===== config.mk =====
export PLATFORM = sky130hd
export DESIGN_NAME = imm_gen_ctrl
export DESIGN_NICKNAME = d
export VERILOG_FILES = /design/src/rtl/imm_gen_ctrl.sv
export SDC_FILE = /design/constraint.sdc
export NUM_CORES = 1
export LEC_CHECK = 0
export CAP_MARGIN = 20
export CELL_PAD_IN_SITES_DETAIL_PLACEMENT = 0
export CELL_PAD_IN_SITES_GLOBAL_PLACEMENT = 2
export CORE_MARGIN = 3
export CORE_UTILIZATION = 32
export DETAILED_ROUTE_END_ITERATION = 12
export PLACE_DENSITY_LB_ADDON = 0.15
export RECOVER_POWER = 100
export SLEW_MARGIN = 20
export SYNTH_ARGS = -nofsm -noshare
export SYNTH_HDL_FRONTEND = slang
export SYNTH_SLANG_ARGS = --single-unit

===== constraint.sdc =====
create_clock -name clk -period 2.2 [get_ports clk]
set_input_delay 0.44 -clock clk [delete_from_list [all_inputs] [get_ports clk]]
set_output_delay 0.44 -clock clk [all_outputs]
set_load 0.02 [all_outputs]

===== src/rtl/imm_gen_ctrl.sv =====
// Decode-stage immediate generator with a two-slot (MAIN/SKID) valid/ready buffer into ID/EX.
// Optional macro IMM_GEN_MOVW_EN compiles in MOVZ/MOVK (IW) decode and the halfword shifter.
module imm_gen_ctrl (
  input  logic        clk,
  input  logic        reset_n,
  input  logic        in_valid,
  output logic        in_ready,
  input  logic [31:0] in_instr,
  input  logic        flush,
  output logic        out_valid,
  input  logic        out_ready,
  output logic [63:0] out_imm,
  output logic [2:0]  out_type,
  output logic [31:0] out_instr
);

  localparam logic [2:0] TYPE_NONE = 3'd0;
  localparam logic [2:0] TYPE_I    = 3'd1;
  localparam logic [2:0] TYPE_D    = 3'd2;
  localparam logic [2:0] TYPE_B    = 3'd3;
  localparam logic [2:0] TYPE_CB   = 3'd4;
`ifdef IMM_GEN_MOVW_EN
  localparam logic [2:0] TYPE_IW   = 3'd5;
`endif

  typedef enum logic [1:0] {
    ST_EMPTY = 2'd0,
    ST_ONE   = 2'd1,
    ST_TWO   = 2'd2
  } state_t;

  typedef struct packed {
    logic [31:0] instr;
    logic [63:0] imm;
    logic [2:0]  kind;
  } beat_t;

  state_t state_q, state_d;
  beat_t  main_q, main_d;
  beat_t  skid_q, skid_d;
  logic   in_ready_q, in_ready_d;

  logic [2:0]  dec_type;
  logic [63:0] dec_imm;
  beat_t       new_beat;
  logic        accept;
  logic        drain;

  // Combinational classification; first matching format wins.
  always_comb begin
    dec_type = TYPE_NONE;
    dec_imm  = 64'd0;
    if (in_instr[31:22] == 10'b1001000100 || in_instr[31:22] == 10'b1011000100 ||
        in_instr[31:22] == 10'b1101000100 || in_instr[31:22] == 10'b1111000100) begin
      dec_type = TYPE_I;
      dec_imm  = {52'd0, in_instr[21:10]};
    end else if (in_instr[31:21] == 11'b11111000010 || in_instr[31:21] == 11'b11111000000) begin
      dec_type = TYPE_D;
      dec_imm  = {{55{in_instr[20]}}, in_instr[20:12]};
    end else if (in_instr[31:26] == 6'b000101) begin
      dec_type = TYPE_B;
      dec_imm  = {{36{in_instr[25]}}, in_instr[25:0], 2'b00};
    end else if (in_instr[31:24] == 8'b10110100 || in_instr[31:24] == 8'b01010100) begin
      dec_type = TYPE_CB;
      dec_imm  = {{43{in_instr[23]}}, in_instr[23:5], 2'b00};
    end
`ifdef IMM_GEN_MOVW_EN
    else if (in_instr[31:23] == 9'b110100101 || in_instr[31:23] == 9'b111100101) begin
      dec_type = TYPE_IW;
      dec_imm  = {48'd0, in_instr[20:5]} << {in_instr[22:21], 4'b0000};
    end
`endif
  end

  assign new_beat = '{instr: in_instr, imm: dec_imm, kind: dec_type};

  assign out_valid = (state_q != ST_EMPTY);
  assign in_ready  = in_ready_q;
  assign accept    = in_valid & in_ready_q;
  assign drain     = out_valid & out_ready;

  // Empty slots are kept zeroed so the outputs read 0 whenever out_valid is low.
  always_comb begin
    state_d = state_q;
    main_d  = main_q;
    skid_d  = skid_q;
    if (flush) begin
      state_d = ST_EMPTY;
      main_d  = '0;
      skid_d  = '0;
    end else begin
      case (state_q)
        ST_EMPTY: begin
          if (accept) begin
            main_d  = new_beat;
            state_d = ST_ONE;
          end
        end
        ST_ONE: begin
          if (accept && drain) begin
            main_d = new_beat;
          end else if (accept) begin
            skid_d  = new_beat;
            state_d = ST_TWO;
          end else if (drain) begin
            main_d  = '0;
            state_d = ST_EMPTY;
          end
        end
        ST_TWO: begin
          if (drain) begin
            main_d  = skid_q;
            skid_d  = '0;
            state_d = ST_ONE;
          end
        end
        default: begin
          state_d = ST_EMPTY;
          main_d  = '0;
          skid_d  = '0;
        end
      endcase
    end
    in_ready_d = (state_d != ST_TWO);
  end

  always_ff @(posedge clk or negedge reset_n) begin
    if (!reset_n) begin
      state_q    <= ST_EMPTY;
      main_q     <= '0;
      skid_q     <= '0;
      in_ready_q <= 1'b1;
    end else begin
      state_q    <= state_d;
      main_q     <= main_d;
      skid_q     <= skid_d;
      in_ready_q <= in_ready_d;
    end
  end

  assign out_imm   = main_q.imm;
  assign out_type  = main_q.kind;
  assign out_instr = main_q.instr;

endmodule


Yosys cells after proc, flatten, opt, wreduce, memory -nomap -nowiden
Index checks and enable logic that the tools add are counted.
{"block": "word_totals", "reg_bits": 201, "inputBits": 37, "output_inout_bits": 101, "elab_cells": 64}
{"block": "op_classes", "n_eq_ne": 19, "muxes": 25, "bitwise": 2, "n_reduce_logical": 10}
{"operator": "2-to-1 mux 99 bit", "n": 8}
{"operator": "case mux 99 bit (3 select lines)", "n": 2}
{"operator": "2-to-1 mux 64 bit", "n": 4}
{"operator": "== test 10 bit (second input constant)", "n": 4}
{"operator": "== test 11 bit (second input constant)", "n": 2}
{"operator": "2-to-1 mux 2 bit", "n": 6}
{"operator": "2-to-1 mux 3 bit", "n": 4}
{"operator": "inequality test 3 bit (second input constant)", "n": 4}
{"operator": "== test 8 x 7 -> 1 bit (second input constant)", "n": 1}
{"operator": "== test 8 bit (second input constant)", "n": 1}
{"operator": "inequality test 4 bit (second input constant)", "n": 2}
{"operator": "AND reduction 4 bit", "n": 2}
{"operator": "== test 6 x 3 -> 1 bit (second input constant)", "n": 1}
{"operator": "case mux 2 bit (3 select lines)", "n": 1}
{"operator": "logical OR 1 bit", "n": 5}
{"operator": "inequality test 2 bit (second input constant)", "n": 2}
{"operator": "AND 1 bit", "n": 2}
{"operator": "== test 2 x 1 -> 1 bit (second input constant)", "n": 1}
{"operator": "== test 2 bit (second input constant)", "n": 1}
{"operator": "logical NOT 2 bit", "n": 1}
{"operator": "nonzero test 2 bit", "n": 1}
{"operator": "logical AND 1 bit", "n": 1}

Logic depth before layout (Yosys ltp)
{"block": "depth", "ltp_word": 10, "mapped_depth": 8, "depth_no_buf": 5}

Worst setup path before layout
No wires, ideal clock.
{"block": "synth_path", "path_type": "reg-to-reg", "from": "reg in_ready_q, in the netlist in_ready", "to": "reg main_q, in the netlist out_imm[23]", "setup_time_ns": 0.076, "arrival_time_ns": 1.795, "slack_ns": 0.329, "stages_incl_launch_ff": 6, "period_less_slack_ns": 1.871, "path_cell_list": "dfstp_2 > nand2_1 > or4_1 > buf_2 > nand3b_2 > o21ai_1"}
{"block": "synth_between", "elab_chain_len": 5}
{"item": "start, declared", "line": "41", "rtl": "logic in_ready_q, in_ready_d;"}
{"item": "start signal, assigned", "line": "137", "rtl": "in_ready_q <= in_ready_d;"}
{"item": "AND 1 bit *", "line": "79", "rtl": "assign accept = in_valid & in_ready_q;"}
{"item": "logical AND 1 bit", "line": "100", "rtl": "if (accept && drain) begin"}
{"item": "2-to-1 mux 99 bit", "line": "100"}
{"item": "case mux 99 bit (3 select lines)", "line": "92", "rtl": "case (state_q)"}
{"item": "2-to-1 mux 99 bit", "line": "87", "rtl": "if (flush) begin"}
{"item": "end signal, assigned", "line": "135", "rtl": "main_q <= main_d;"}
{"item": "end, declared", "line": "39", "rtl": "beat_t main_q, main_d;"}
Every way passes the cells marked *; elsewhere a longest branch is shown, timed or not.
A chain may end at the register's enable or synchronous reset.

Final worst setup path
{"block": "layout_path", "from": "in in_instr[28]", "to": "reg skid_q[29] (netlist name)"}
{"block": "layout_between", "elab_chain_len": 10}
{"item": "start, declared", "line": "8", "rtl": "input logic [31:0] in_instr,"}
{"item": "== test 8 bit / == test 8 x 7 -> 1 bit (equally long branches)", "line": "63", "rtl": "end else if (in_instr[31:24] == 8'b10110100 || in_instr[31:24] == 8'b01010100) begin"}
{"item": "logical OR 1 bit", "line": "63"}
{"item": "2-to-1 mux 64 bit", "line": "63"}
{"item": "2-to-1 mux 64 bit", "line": "60", "rtl": "end else if (in_instr[31:26] == 6'b000101) begin"}
{"item": "2-to-1 mux 64 bit", "line": "57", "rtl": "end else if (in_instr[31:21] == 11'b11111000010 || in_instr[31:21] == 11'b11111000000) begin"}
{"item": "2-to-1 mux 64 bit *", "line": "53", "rtl": "if (in_instr[31:22] == 10'b1001000100 || in_instr[31:22] == 10'b1011000100 ||"}
{"item": "2-to-1 mux 99 bit *", "line": "102", "rtl": "end else if (accept) begin"}
{"item": "2-to-1 mux 99 bit *", "line": "100"}
{"item": "case mux 99 bit (3 select lines) *", "line": "92"}
{"item": "2-to-1 mux 99 bit *", "line": "87"}
{"item": "end signal, assigned", "line": "136", "rtl": "skid_q <= skid_d;"}
{"item": "end, declared", "line": "40", "rtl": "beat_t skid_q, skid_d;"}
Every way passes the cells marked *; elsewhere a longest branch is shown, timed or not. The select of a mux whose other input is x is not followed.

==> flow_metrics.tcl <==
set metrics [dict create \
    placed_cell_area_um2 8090 \
    p_leak_nw 4.09 \
    fin_crit_sh_pct 97.8 \
    nets 777 \
    power_frac_comb_pct 12.8 \
    numCtsBuffers 17 \
    gp_congestion 0.846 \
    drive_gt1_share_pct 16.5 \
    first_global_vias 5351 \
    clock_power_share_pct 45.8 \
    sw_frac_of_total_pct 25.2 \
    area_growth_pct 38.9 \
    setup_violations 0 \
    dieArea_um2 20800 \
    seq_area_frac_synth_pct 52.9 \
    detail_route.vias_per_cell 5.56 \
    synth_ff_type "dfrtp_1" \
    post_cts_buffers 0 \
    grt_max_degree 43 \
    yosysTopAreaCellShare_pct 52.5 \
    fmax_ghz 0.465 \
    dp_hpwl_um 14400 \
    drv_slew 0 \
    row_count 49 \
    cts_hold_buf 0 \
    status "finished, final reports clean" \
    clock_latency_ns 0.41 \
    placeableCoreArea_um2 18300 \
    worstPathArrival_ns 2.47 \
    worst_pin_slew_ns 0.989 \
    cts.path.max_buffers 2 \
    grt_pass1_wl_um 32500 \
    io_buffers 137 \
    htree_levels 4 \
    syn_avg_cell_area_um2 10.5 \
    fin_cells 980 \
    die_w_um 144 \
    ys_warn_count 0 \
    die_y_um 144 \
    clkTransAtPathRegs_ns 0.06 \
    max_cap_viol_count 0 \
    min_period_ns 2.15 \
    dp_cells 950 \
    synth_edf_count 0 \
    syn_area_um2 6110 \
    netlist_instances 581 \
    crit_type "input port to register" \
    end_kind "register" \
    hp-class "input port to asynchronous set/reset pin" \
    wl_per_cell_um 21.1 \
    antenna_found_initial 0 \
    cts.root.buffer_cell "clkbuf_16" \
    drtIter0Drc 375 \
    synth.distinct_cells 57 \
    final_hold_viol_count 0 \
    setup_slack_ns 0.0489 \
    dr.pass1.iters 6 \
    cp.required_ns 2.52 \
    power.density_nw_per_um2 708 \
    async_flop_share_pct 100 \
    synth_top_area_cell "dfrtp_1" \
    power_frac_seq_pct 41.4 \
    io-pin-count 138 \
    rrSetupSlack_ns 0.19 \
    max_slew_margin_pct 34.1 \
    cts.sink_count 129 \
    rsz0062_at_grt "false" \
    antenna_cells 0 \
    skew_ns 0.00801 \
    p_switching_mw 1.51 \
    finalPower_mw 6.01 \
    layout_commonest_cell "dfrtp_1" \
    synth_seq_cells 129 \
    vias 5453 \
    final_cell_mix "dfrtp_1 (128), nand2_1 (71), dlygate4sd3_1 (64), a22oi_1 (56), buf_4 (55)" \
    start_util_pct 33.3 \
    synth_nets 618 \
    grtUsageTotal_pct 20.3 \
    cp_max_fo 14 \
    stdcell_area_um2 8480 \
    ant_nets 0 \
    fill_cells 1733 \
    overflow 0 \
    cts_tree "yes" \
    intPower_mw 4.50 \
    startpoint_type "input port" \
    drc 0 \
    synthTopCellsByArea "dfrtp_1 (52%), a22oi_1 (6.9%), a22o_1 (5.6%), buf_4 (4.8%), nand2_1 (4.4%)" \
    place_ws_ns -0.418 \
    wirelength_um 20700 \
    ir_drop_mv 0.512 \
]
worst paths after layout:
path | from | to | depth (start not counted)
setup reg to reg | state_q[0] | out_imm[0] | 5
setup / recovery | in_instr[28] | skid_q[29] | 8
hold / removal | reset_n | out_instr[30] | 1
hold reg to reg | out_instr[31] | out_instr[31] | 2
max in group asynchronous | reset_n | skid_q[4] | 2
min in group clk | out_instr[31] | out_instr[31] | 2
registers in the layout (all words and copies together) (netlist names):
| register | flops |
|---|---|
| skid_q | 63 |
| out_instr | 32 |
| out_imm | 28 |
| out_type | 3 |
| state_q | 2 |
| in_ready | 1 |
cell usage after synthesis, drive strengths merged, types with 2 or more instances:
| library cell | count |
|---|---|
| dfrtp | 128 |
| nand2 | 72 |
| o21ai | 71 |
| buf | 62 |
| a22oi | 56 |
| a22o | 39 |
| clkbuf | 21 |
| a21oi | 15 |
| nor2 | 13 |
| a222oi | 9 |
| a21o | 8 |
| a221o | 8 |
| a221oi | 8 |
| o31ai | 8 |
| nand3 | 7 |
| o2bb2ai | 6 |
| o32ai | 6 |
| a32oi | 4 |
| or2 | 4 |
| nor2b | 3 |
| nor3b | 3 |
| a211o | 2 |
| and2 | 2 |
| nand2b | 2 |
| nand3b | 2 |
| nor3 | 2 |
| nor4 | 2 |
| or4 | 2 |
per-layer routing:
metal  GRT usage (%)  share of wire [%]  wire length (um)  vias to the layer above
met4            5.06               0.93               193                        0
met1            30.7                 49             10200                     2776
met3            3.47                4.7               972                       15
met5               0                  0                 0                        -
li1                -                  -                 -                     2494
met2            30.3                 45              9400                      168
kinds of logic after synthesis:
family,Yosys count,synth area share [%]
buf+inv,84,8.11
flops,129,52.9
simple gates,120,9.71
compound gates,247,29.1
xor+xnor,1,0.143
power by group through the flow:
stage                     Combinational, mW  Sequential [mW]  Clock [mW]
final                                 0.771             2.49        2.75
after global placement                0.830             2.53           0
after global routing                  0.836             2.50        2.93
after CTS                             0.834             2.49        2.81
after detailed placement              0.833             2.53           0
after floorplan                       0.270             2.59           0
cell type report:
cell class | instances | area (um^2) | share of cell area (%)
flip-flops and latches | 129 | 3230 | 38.1
clock inverters | 4 | 47.5 | 0.560
multi-input cells | 368 | 2400 | 28.3
clock buffers | 26 | 529 | 6.24
inverters | 1 | 3.75 | 0.0442
repair buffers | 223 | 1980 | 23.4
well taps | 229 | 287 | 3.38
metrics by stage:
step | TNS (ns) | hold WS (ns) | utilization [%]
floorplan | 0 | 0.144 | -
global placement | -17.81 | 0.454 | 44.1
detailed placement | -17.47 | 0.451 | 44.1
CTS | 0 | 0.00681 | 47.2
global route | 0 | 0.249 | 46.3
finish | 0 | 0.179 | 46.3
worst max-delay path: stages:
cell and delay (ns):
clkdlybuf4s50_1 0.50, buf_4 0.15, nor3b_1 0.22, o211a_2 0.37, buf_4 0.25, a211o_2 0.19
nand3_2 0.14, o21ai_0 0.21
timing repair:
item,4_1_cts,5_1_grt
cloned,0,0
pin swaps,0,1
gates resized for setup,12,32
setup endpoints to repair,38,42
Note: power is estimated with default switching activity, not from simulation.
